## src/rtl/multicycle_ctrl_if.sv

```systemverilog
`timescale 1ns/1ps
// Control/status bundle between the multi-cycle controller (master) and the
// yChip datapath plus shared memory (slave).
interface multicycle_ctrl_if #(
  parameter int CNT_W = 16
);
  logic             INT;
  logic [5:0]       opcode;
  logic [5:0]       fncode;
  logic             zero;
  logic             mem_ready;
  logic [2:0]       state;
  logic             mem_req;
  logic             mem_we;
  logic             addr_sel;
  logic             ir_write;
  logic             pc_write;
  logic [1:0]       pc_sel;
  logic             reg_write;
  logic             reg_dst;
  logic             mem2reg;
  logic             alu_src;
  logic [2:0]       alu_op;
  logic             illegal;
  logic             bus_err;
  logic [CNT_W-1:0] retired;

  modport master (
    input  INT, opcode, fncode, zero, mem_ready,
    output state, mem_req, mem_we, addr_sel, ir_write, pc_write, pc_sel,
           reg_write, reg_dst, mem2reg, alu_src, alu_op, illegal, bus_err, retired
  );

  modport slave (
    output INT, opcode, fncode, zero, mem_ready,
    input  state, mem_req, mem_we, addr_sel, ir_write, pc_write, pc_sel,
           reg_write, reg_dst, mem2reg, alu_src, alu_op, illegal, bus_err, retired
  );
endinterface

```

## src/rtl/multicycle_ctrl.sv

```systemverilog
`timescale 1ns/1ps
// Multi-cycle MIPS control FSM: sequences FETCH/DECODE/EXEC/MEM/WB with Mealy
// strobes, stretches memory states on mem_ready, vectors on INT, halts on faults.
module multicycle_ctrl #(
  parameter int CNT_W    = 16,
  parameter int WAIT_MAX = 15
) (
  input  logic              clk,
  input  logic              rst_n,
  multicycle_ctrl_if.master bus
);
  localparam int WCNT_W = (WAIT_MAX < 2) ? 1 : $clog2(WAIT_MAX);
  localparam logic [WCNT_W-1:0] WAIT_LAST = WCNT_W'(WAIT_MAX - 1);

  localparam logic [5:0] OP_R    = 6'h00;
  localparam logic [5:0] OP_LW   = 6'h23;
  localparam logic [5:0] OP_SW   = 6'h2b;
  localparam logic [5:0] OP_BEQ  = 6'h04;
  localparam logic [5:0] OP_ADDI = 6'h08;
  localparam logic [5:0] OP_J    = 6'h02;

  typedef enum logic [2:0] {
    S_FETCH  = 3'd0,
    S_DECODE = 3'd1,
    S_EXEC   = 3'd2,
    S_MEM    = 3'd3,
    S_WB     = 3'd4,
    S_HALT   = 3'd7
  } state_e;

  // R-type function decode, returns {legal, alu_op}.
  function automatic logic [3:0] r_alu_dec(input logic [5:0] fn);
    case (fn)
      6'h24:   r_alu_dec = {1'b1, 3'd0};
      6'h25:   r_alu_dec = {1'b1, 3'd1};
      6'h20:   r_alu_dec = {1'b1, 3'd2};
      6'h22:   r_alu_dec = {1'b1, 3'd6};
      6'h2a:   r_alu_dec = {1'b1, 3'd7};
      default: r_alu_dec = {1'b0, 3'd0};
    endcase
  endfunction

  state_e             state_q, state_d;
  logic               int_pend_q, int_pend_d;
  logic [WCNT_W-1:0]  wait_cnt_q, wait_cnt_d;
  logic [CNT_W-1:0]   retired_q, retired_d;
  logic               illegal_q, illegal_d;
  logic               bus_err_q, bus_err_d;

  logic               mem_req_s, mem_we_s, addr_sel_s, ir_write_s, pc_write_s;
  logic [1:0]         pc_sel_s;
  logic               reg_write_s, reg_dst_s, mem2reg_s, alu_src_s;
  logic [2:0]         alu_op_s;
  logic               timeout_s;
  logic [3:0]         r_dec_s;

  // State register and sticky status.
  always_ff @(posedge clk or negedge rst_n) begin
    if (!rst_n) begin
      state_q    <= S_FETCH;
      int_pend_q <= 1'b1;
      wait_cnt_q <= {WCNT_W{1'b0}};
      retired_q  <= {CNT_W{1'b0}};
      illegal_q  <= 1'b0;
      bus_err_q  <= 1'b0;
    end else begin
      state_q    <= state_d;
      int_pend_q <= int_pend_d;
      wait_cnt_q <= wait_cnt_d;
      retired_q  <= retired_d;
      illegal_q  <= illegal_d;
      bus_err_q  <= bus_err_d;
    end
  end

  // Next-state and Mealy strobe decode.
  always_comb begin
    state_d     = state_q;
    int_pend_d  = int_pend_q;
    wait_cnt_d  = wait_cnt_q;
    retired_d   = retired_q;
    illegal_d   = illegal_q;
    bus_err_d   = bus_err_q;
    mem_req_s   = 1'b0;
    mem_we_s    = 1'b0;
    addr_sel_s  = 1'b0;
    ir_write_s  = 1'b0;
    pc_write_s  = 1'b0;
    pc_sel_s    = 2'd0;
    reg_write_s = 1'b0;
    reg_dst_s   = 1'b0;
    mem2reg_s   = 1'b0;
    alu_src_s   = 1'b0;
    alu_op_s    = 3'd0;
    timeout_s   = (wait_cnt_q == WAIT_LAST) && !bus.mem_ready;
    r_dec_s     = r_alu_dec(bus.fncode);

    // A request seen mid-instruction is remembered and served at the next FETCH.
    if (bus.INT && (state_q != S_FETCH)) begin
      int_pend_d = 1'b1;
    end else begin
      int_pend_d = int_pend_d;
    end

    case (state_q)
      S_FETCH: begin
        if (bus.INT || int_pend_q) begin
          pc_write_s = 1'b1;
          pc_sel_s   = 2'd3;
          int_pend_d = 1'b0;
          wait_cnt_d = {WCNT_W{1'b0}};
        end else if (bus.mem_ready) begin
          mem_req_s  = 1'b1;
          ir_write_s = 1'b1;
          pc_write_s = 1'b1;
          state_d    = S_DECODE;
        end else if (timeout_s) begin
          bus_err_d  = 1'b1;
          state_d    = S_HALT;
        end else begin
          mem_req_s  = 1'b1;
          wait_cnt_d = wait_cnt_q + WCNT_W'(1);
        end
      end
      S_DECODE: begin
        case (bus.opcode)
          OP_J: begin
            pc_write_s = 1'b1;
            pc_sel_s   = 2'd2;
            retired_d  = retired_q + CNT_W'(1);
            state_d    = S_FETCH;
          end
          OP_R, OP_LW, OP_SW, OP_BEQ, OP_ADDI: state_d = S_EXEC;
          default: begin
            illegal_d = 1'b1;
            state_d   = S_HALT;
          end
        endcase
      end
      S_EXEC: begin
        case (bus.opcode)
          OP_R: begin
            if (r_dec_s[3]) begin
              alu_op_s = r_dec_s[2:0];
              state_d  = S_WB;
            end else begin
              illegal_d = 1'b1;
              state_d   = S_HALT;
            end
          end
          OP_LW, OP_SW: begin
            alu_src_s = 1'b1;
            alu_op_s  = 3'd2;
            state_d   = S_MEM;
          end
          OP_ADDI: begin
            alu_src_s = 1'b1;
            alu_op_s  = 3'd2;
            state_d   = S_WB;
          end
          OP_BEQ: begin
            alu_op_s   = 3'd6;
            pc_write_s = bus.zero;
            pc_sel_s   = 2'd1;
            retired_d  = retired_q + CNT_W'(1);
            state_d    = S_FETCH;
          end
          default: begin
            illegal_d = 1'b1;
            state_d   = S_HALT;
          end
        endcase
      end
      S_MEM: begin
        if (timeout_s) begin
          bus_err_d = 1'b1;
          state_d   = S_HALT;
        end else begin
          mem_req_s  = 1'b1;
          addr_sel_s = 1'b1;
          mem_we_s   = (bus.opcode == OP_SW);
          alu_src_s  = 1'b1;
          alu_op_s   = 3'd2;
          if (!bus.mem_ready) begin
            wait_cnt_d = wait_cnt_q + WCNT_W'(1);
          end else if (bus.opcode == OP_SW) begin
            retired_d = retired_q + CNT_W'(1);
            state_d   = S_FETCH;
          end else begin
            state_d = S_WB;
          end
        end
      end
      S_WB: begin
        reg_write_s = 1'b1;
        reg_dst_s   = (bus.opcode == OP_R);
        mem2reg_s   = (bus.opcode == OP_LW);
        retired_d   = retired_q + CNT_W'(1);
        state_d     = S_FETCH;
      end
      S_HALT: begin
        // Leaving HALT is itself the vector cycle, so nothing stays pending.
        if (bus.INT) begin
          pc_write_s = 1'b1;
          pc_sel_s   = 2'd3;
          int_pend_d = 1'b0;
          state_d    = S_FETCH;
        end else begin
          state_d = S_HALT;
        end
      end
      default: state_d = S_FETCH;
    endcase

    if (state_d != state_q) begin
      wait_cnt_d = {WCNT_W{1'b0}};
    end else begin
      wait_cnt_d = wait_cnt_d;
    end
  end

  // Strobes are forced low while reset is asserted, so a mid-access reset cuts them at once.
  assign bus.state     = state_q;
  assign bus.mem_req   = rst_n & mem_req_s;
  assign bus.mem_we    = rst_n & mem_we_s;
  assign bus.addr_sel  = rst_n & addr_sel_s;
  assign bus.ir_write  = rst_n & ir_write_s;
  assign bus.pc_write  = rst_n & pc_write_s;
  assign bus.pc_sel    = rst_n ? pc_sel_s : 2'd0;
  assign bus.reg_write = rst_n & reg_write_s;
  assign bus.reg_dst   = rst_n & reg_dst_s;
  assign bus.mem2reg   = rst_n & mem2reg_s;
  assign bus.alu_src   = rst_n & alu_src_s;
  assign bus.alu_op    = rst_n ? alu_op_s : 3'd0;
  assign bus.illegal   = illegal_q;
  assign bus.bus_err   = bus_err_q;
  assign bus.retired   = retired_q;
endmodule

```

## src/flat_wrapper.sv

```systemverilog
// flat-port wrapper written by rule: the top's interface ports become plain ports
module multicycle_ctrl_flat 
#(
  parameter int CNT_W    = 16,
  parameter int WAIT_MAX = 15
)
  (clk, rst_n, bus_INT, bus_opcode, bus_fncode, bus_zero, bus_mem_ready, bus_state, bus_mem_req, bus_mem_we, bus_addr_sel, bus_ir_write, bus_pc_write, bus_pc_sel, bus_reg_write, bus_reg_dst, bus_mem2reg, bus_alu_src, bus_alu_op, bus_illegal, bus_bus_err, bus_retired);
  multicycle_ctrl_if #(.CNT_W(CNT_W)) bus_i ();
  input  logic clk;
  input  logic rst_n;
  input wire logic [$bits(bus_i.INT)-1:0] bus_INT;
  input wire logic [$bits(bus_i.opcode)-1:0] bus_opcode;
  input wire logic [$bits(bus_i.fncode)-1:0] bus_fncode;
  input wire logic [$bits(bus_i.zero)-1:0] bus_zero;
  input wire logic [$bits(bus_i.mem_ready)-1:0] bus_mem_ready;
  output wire logic [$bits(bus_i.state)-1:0] bus_state;
  output wire logic [$bits(bus_i.mem_req)-1:0] bus_mem_req;
  output wire logic [$bits(bus_i.mem_we)-1:0] bus_mem_we;
  output wire logic [$bits(bus_i.addr_sel)-1:0] bus_addr_sel;
  output wire logic [$bits(bus_i.ir_write)-1:0] bus_ir_write;
  output wire logic [$bits(bus_i.pc_write)-1:0] bus_pc_write;
  output wire logic [$bits(bus_i.pc_sel)-1:0] bus_pc_sel;
  output wire logic [$bits(bus_i.reg_write)-1:0] bus_reg_write;
  output wire logic [$bits(bus_i.reg_dst)-1:0] bus_reg_dst;
  output wire logic [$bits(bus_i.mem2reg)-1:0] bus_mem2reg;
  output wire logic [$bits(bus_i.alu_src)-1:0] bus_alu_src;
  output wire logic [$bits(bus_i.alu_op)-1:0] bus_alu_op;
  output wire logic [$bits(bus_i.illegal)-1:0] bus_illegal;
  output wire logic [$bits(bus_i.bus_err)-1:0] bus_bus_err;
  output wire logic [$bits(bus_i.retired)-1:0] bus_retired;
  assign bus_i.INT = bus_INT;
  assign bus_i.opcode = bus_opcode;
  assign bus_i.fncode = bus_fncode;
  assign bus_i.zero = bus_zero;
  assign bus_i.mem_ready = bus_mem_ready;
  assign bus_state = bus_i.state;
  assign bus_mem_req = bus_i.mem_req;
  assign bus_mem_we = bus_i.mem_we;
  assign bus_addr_sel = bus_i.addr_sel;
  assign bus_ir_write = bus_i.ir_write;
  assign bus_pc_write = bus_i.pc_write;
  assign bus_pc_sel = bus_i.pc_sel;
  assign bus_reg_write = bus_i.reg_write;
  assign bus_reg_dst = bus_i.reg_dst;
  assign bus_mem2reg = bus_i.mem2reg;
  assign bus_alu_src = bus_i.alu_src;
  assign bus_alu_op = bus_i.alu_op;
  assign bus_illegal = bus_i.illegal;
  assign bus_bus_err = bus_i.bus_err;
  assign bus_retired = bus_i.retired;
  multicycle_ctrl #(.CNT_W(CNT_W), .WAIT_MAX(WAIT_MAX)) u_core (.clk(clk), .rst_n(rst_n), .bus(bus_i));
endmodule
```

## config.mk

```make
export PLATFORM = sky130hd
export DESIGN_NAME = multicycle_ctrl_flat
export DESIGN_NICKNAME = d
export VERILOG_FILES = /design/src/rtl/multicycle_ctrl_if.sv /design/src/rtl/multicycle_ctrl.sv /design/src/flat_wrapper.sv
export SDC_FILE = /design/constraint.sdc
export NUM_CORES = 1
export LEC_CHECK = 0
export CORE_MARGIN = 5
export CORE_UTILIZATION = 48
export DETAILED_ROUTE_END_ITERATION = 8
export GPL_ROUTABILITY_DRIVEN = 0
export HOLD_SLACK_MARGIN = 0.05
export PLACE_DENSITY = 0.81
export SETUP_SLACK_MARGIN = 0.05
export SLEW_MARGIN = 20
export SYNTH_ARGS = -nofsm -noshare
export SYNTH_HDL_FRONTEND = slang
export SYNTH_SLANG_ARGS = --single-unit
```

## constraint.sdc

```tcl
create_clock -name clk -period 2.8 [get_ports clk]
set_input_delay 0.42 -clock clk [delete_from_list [all_inputs] [get_ports clk]]
set_output_delay 0.42 -clock clk [all_outputs]
set_load 0.005 [all_outputs]
```

==> results.cfg <==
[placed_design]
dp.cells = 333
preCtsSetupSlack_ns = -0.311
io_buffers = 51
place_area_um2 = 2570
dp_hpwl_mm = 4.08

[cells_and_area]
antenna_cells = 0
finalNonFillerCells = 340
drive_gt1_share_pct = 20.9
stdcell_area_um2 = 2740
final_cell_mix = clkdlybuf4s50_1 (41), buf_4 (31), dfrtp_1 (25), nand2_1 (20), nor2_1 (18)
area_delta_synth_final_pct = 51.2
layout_commonest_cell = clkdlybuf4s50_1
final_nets = 313

[outcome]
status = finished, final reports clean

[clocking]
cts.sinks = 26
cts_tree = done
htree_num_levels = 1
clk-insertion-delay-late_ns = 0.27
cts_buffers = 3
clk_pin_slew_ns = 0.09
cts_buffer_depth = 2
root_buffer = clkbuf_8

[sta]
relSlewSlack_pct = 67.2
worstMarginPinSlew_ns = 0.491
fmax_ghz = 0.370
finalHoldViolations = 0
worst_slack_ns = 0.0968
final.period_utilization_pct = 96.5
fin_skew_ns = 0.00160
setup_viol = 0
finalMaxSlewViolations = 0
grt_setup_unrepaired = yes
fin_crit_ns = 2.70
setup_tns_ns = 0

[routing]
drc_errors = 0
drt-pass1-iter-count = 5
initialDrtViolationCount = 146
ant_nets = 0
wire_per_inst_um = 15.9
num_vias = 1958
routed_wl_mm = 5.40
via_per_inst = 5.76

[power_and_ir_drop]
pwr-share-clk_pct = 18.1
leakage_nw = 1.24
ir_drop_uv = 691
p_int_mw = 1.06
powerDensity_nw_per_um2 = 632
swShare_pct = 39.0
seqPwrFrac_pct = 31.8
finalPower_mw = 1.73
combPwrFrac_pct = 50.1
p_switching_mw = 0.675

[synthesis]
synthCells = 211
synth_nets = 231
ys_seq_area_share_pct = 36.0
syn_area_per_cell_um2 = 8.59
synthFlopType = dfrtp_1
yosys_warnings = 0
async_flop_share_pct = 100
synth_seq_cells = 26
synth_edf_count = 0
synth_cell_type_count = 49
synth_area_um2 = 1810

[global_routing]
antenna_found_initial = 0
grt_pass1_vias = 1898
grt_max_degree = 22
grt_pass1_wl_mm = 8.76
grt_overflow_total = 0
grtUsageTotal_pct = 21.1

[setup_path]
reg2reg_slack_ns = 0.50
rr_startpoint = u_core.bus.state[2]
start_kind = primary input
cp.arrival_ns = 2.28
worst-setup-path-type = in -> out
crit_fanout = 5
cp_cell_sequence = clkdlybuf4s50_1 -> buf_4 -> nor3_4 -> nand3_4 -> o31ai_2 -> a21oi_1 -> nor2_1 -> clkdlybuf4s50_1
cp_slowest_cell = clkdlybuf4s50_1
crit_path_frequent_cell = clkdlybuf4s50_1
critPathCaptureType = output port
startpoint = bus_opcode[4]
slowest_delay_ns = 0.50
required_ns = 2.38

[flow_run]
cap_viol_max_count = 0

[worst_hold_path]
min-delay-start = u_core.bus.retired[15]
min_path_type = reg -> reg

[floorplan]
initial_core_util_pct = 49.5
dieArea_um2 = 5110
die_w_um = 71.5
rows = 22
die_h_um = 71.5
core_um2 = 3660
ios = 52
==> per-layer routing <==
layer | wire length (um) | up-vias | GRT usage, % | part of all wire [%]
met5 | 0 | - | 0 | 0
met4 | 101 | 0 | 5.85 | 1.9
li1 | - | 926 | - | -
met2 | 2730 | 93 | 35.2 | 51
met3 | 392 | 12 | 4.49 | 7.3
met1 | 2180 | 927 | 27.5 | 40
==> final cells by class <==
cell class                      instances  area [um2]
Multi-Input combinational cell        168        1160
Fill cell                             278         920
Timing Repair Buffer                   84         757
Sequential cell                        26         652
Tap cell                               48        60.1
Clock buffer                            3        41.3
Inverter                               10        37.5
Clock inverter                          1        30.0
==> path summary, 6_finish.rpt <==
path | endpoint | depth (start not counted)
min in group asynchronous | u_core.wait_cnt_q[1] | 2
setup / recovery | bus_pc_sel[0] | 8
hold reg to reg | u_core.bus.retired[15] | 1
setup reg to reg | u_core.bus.retired[11] | 5
max in group asynchronous | u_core.int_pend_q | 2
hold / removal | u_core.bus.retired[15] | 1
==> kinds of logic (layout without fill, tap and decap cells) <==
| kind of cell | Yosys count | after routing | synth area share, % |
|---|---|---|---|
| AO/OA/AOI/OAI | 38 | 38 | 13.8 |
| XOR/XNOR | 19 | 19 | 9.18 |
| adder cells (fa/ha/maj) | 3 | 3 | 2.07 |
| buffers and inverters | 17 | 98 | 4.35 |
| flip-flops | 26 | 26 | 36.0 |
| multiplexers | 3 | 3 | 1.73 |
| AND/OR/NAND/NOR | 105 | 105 | 32.9 |
==> flip-flops by register name, indices dropped and copies added, names as in the netlist <==
signal	cells
u_core.wait_cnt_q	4
u_core.bus.retired	16
u_core.bus.illegal	1
u_core.bus.state	3
u_core.int_pend_q	1
u_core.bus.bus_err	1
==> worst max-delay path: cells and delay by family <==
family / cells / cell delay (ns)
AO/OA/AOI/OAI: 2 / 0.28
buffers and inverters: 3 / 1.08
AND/OR/NAND/NOR: 3 / 0.49
==> metrics by stage <==
step                      hold WS (ns)  utilization, %
after global routing             0.480            74.9
final                            0.472            74.9
after CTS                        0.473            72.5
after floorplan                  0.124               -
after detailed placement         0.459            70.1
after global placement           0.458            70.1
==> synthesized netlist by cell type, types with 2 or more instances <==
library cell | count | share of area, %
dfrtp_1 | 25 | 35
nand2_1 | 20 | 4.1
nor2_1 | 19 | 3.9
nand3_1 | 15 | 4.1
nor3_1 | 14 | 3.9
xor2_1 | 13 | 6.3
a21oi_1 | 11 | 3.0
inv_1 | 10 | 2.1
nor4_1 | 8 | 2.8
a31oi_1 | 6 | 2.1
o21ai_0 | 6 | 1.7
xnor2_1 | 6 | 2.9
and3_1 | 4 | 1.4
clkbuf_1 | 4 | 0.83
nor3b_1 | 4 | 1.7
ha_1 | 3 | 2.1
nand2b_1 | 3 | 1.0
and2_1 | 2 | 0.69
buf_6 | 2 | 1.2
mux2i_1 | 2 | 1.1
nand4_1 | 2 | 0.69
nor3b_2 | 2 | 1.4
nor4b_2 | 2 | 1.7
o21bai_1 | 2 | 0.83
o31ai_1 | 2 | 0.83
==> power groups by stage <==
stage	Clock [mW]	Combinational [mW]	Sequential, mW
after global routing	0.334	0.951	0.566
after floorplan	0	0.485	0.523
final	0.314	0.868	0.551
after global placement	0	0.828	0.553
after detailed placement	0	0.847	0.555
after CTS	0.318	0.846	0.549
==> repair_timing <==
| item | in CTS | in global routing |
|---|---|---|
| pin swaps | 3 | 8 |
| setup buffers | 0 | 3 |
| gates resized for setup | 12 | 20 |
| hold buffers | 0 | 0 |
| endpoints found under the setup margin | 8 | 6 |
| cloned | 0 | 0 |
No activity file was read; power rests on OpenSTA's default activity.
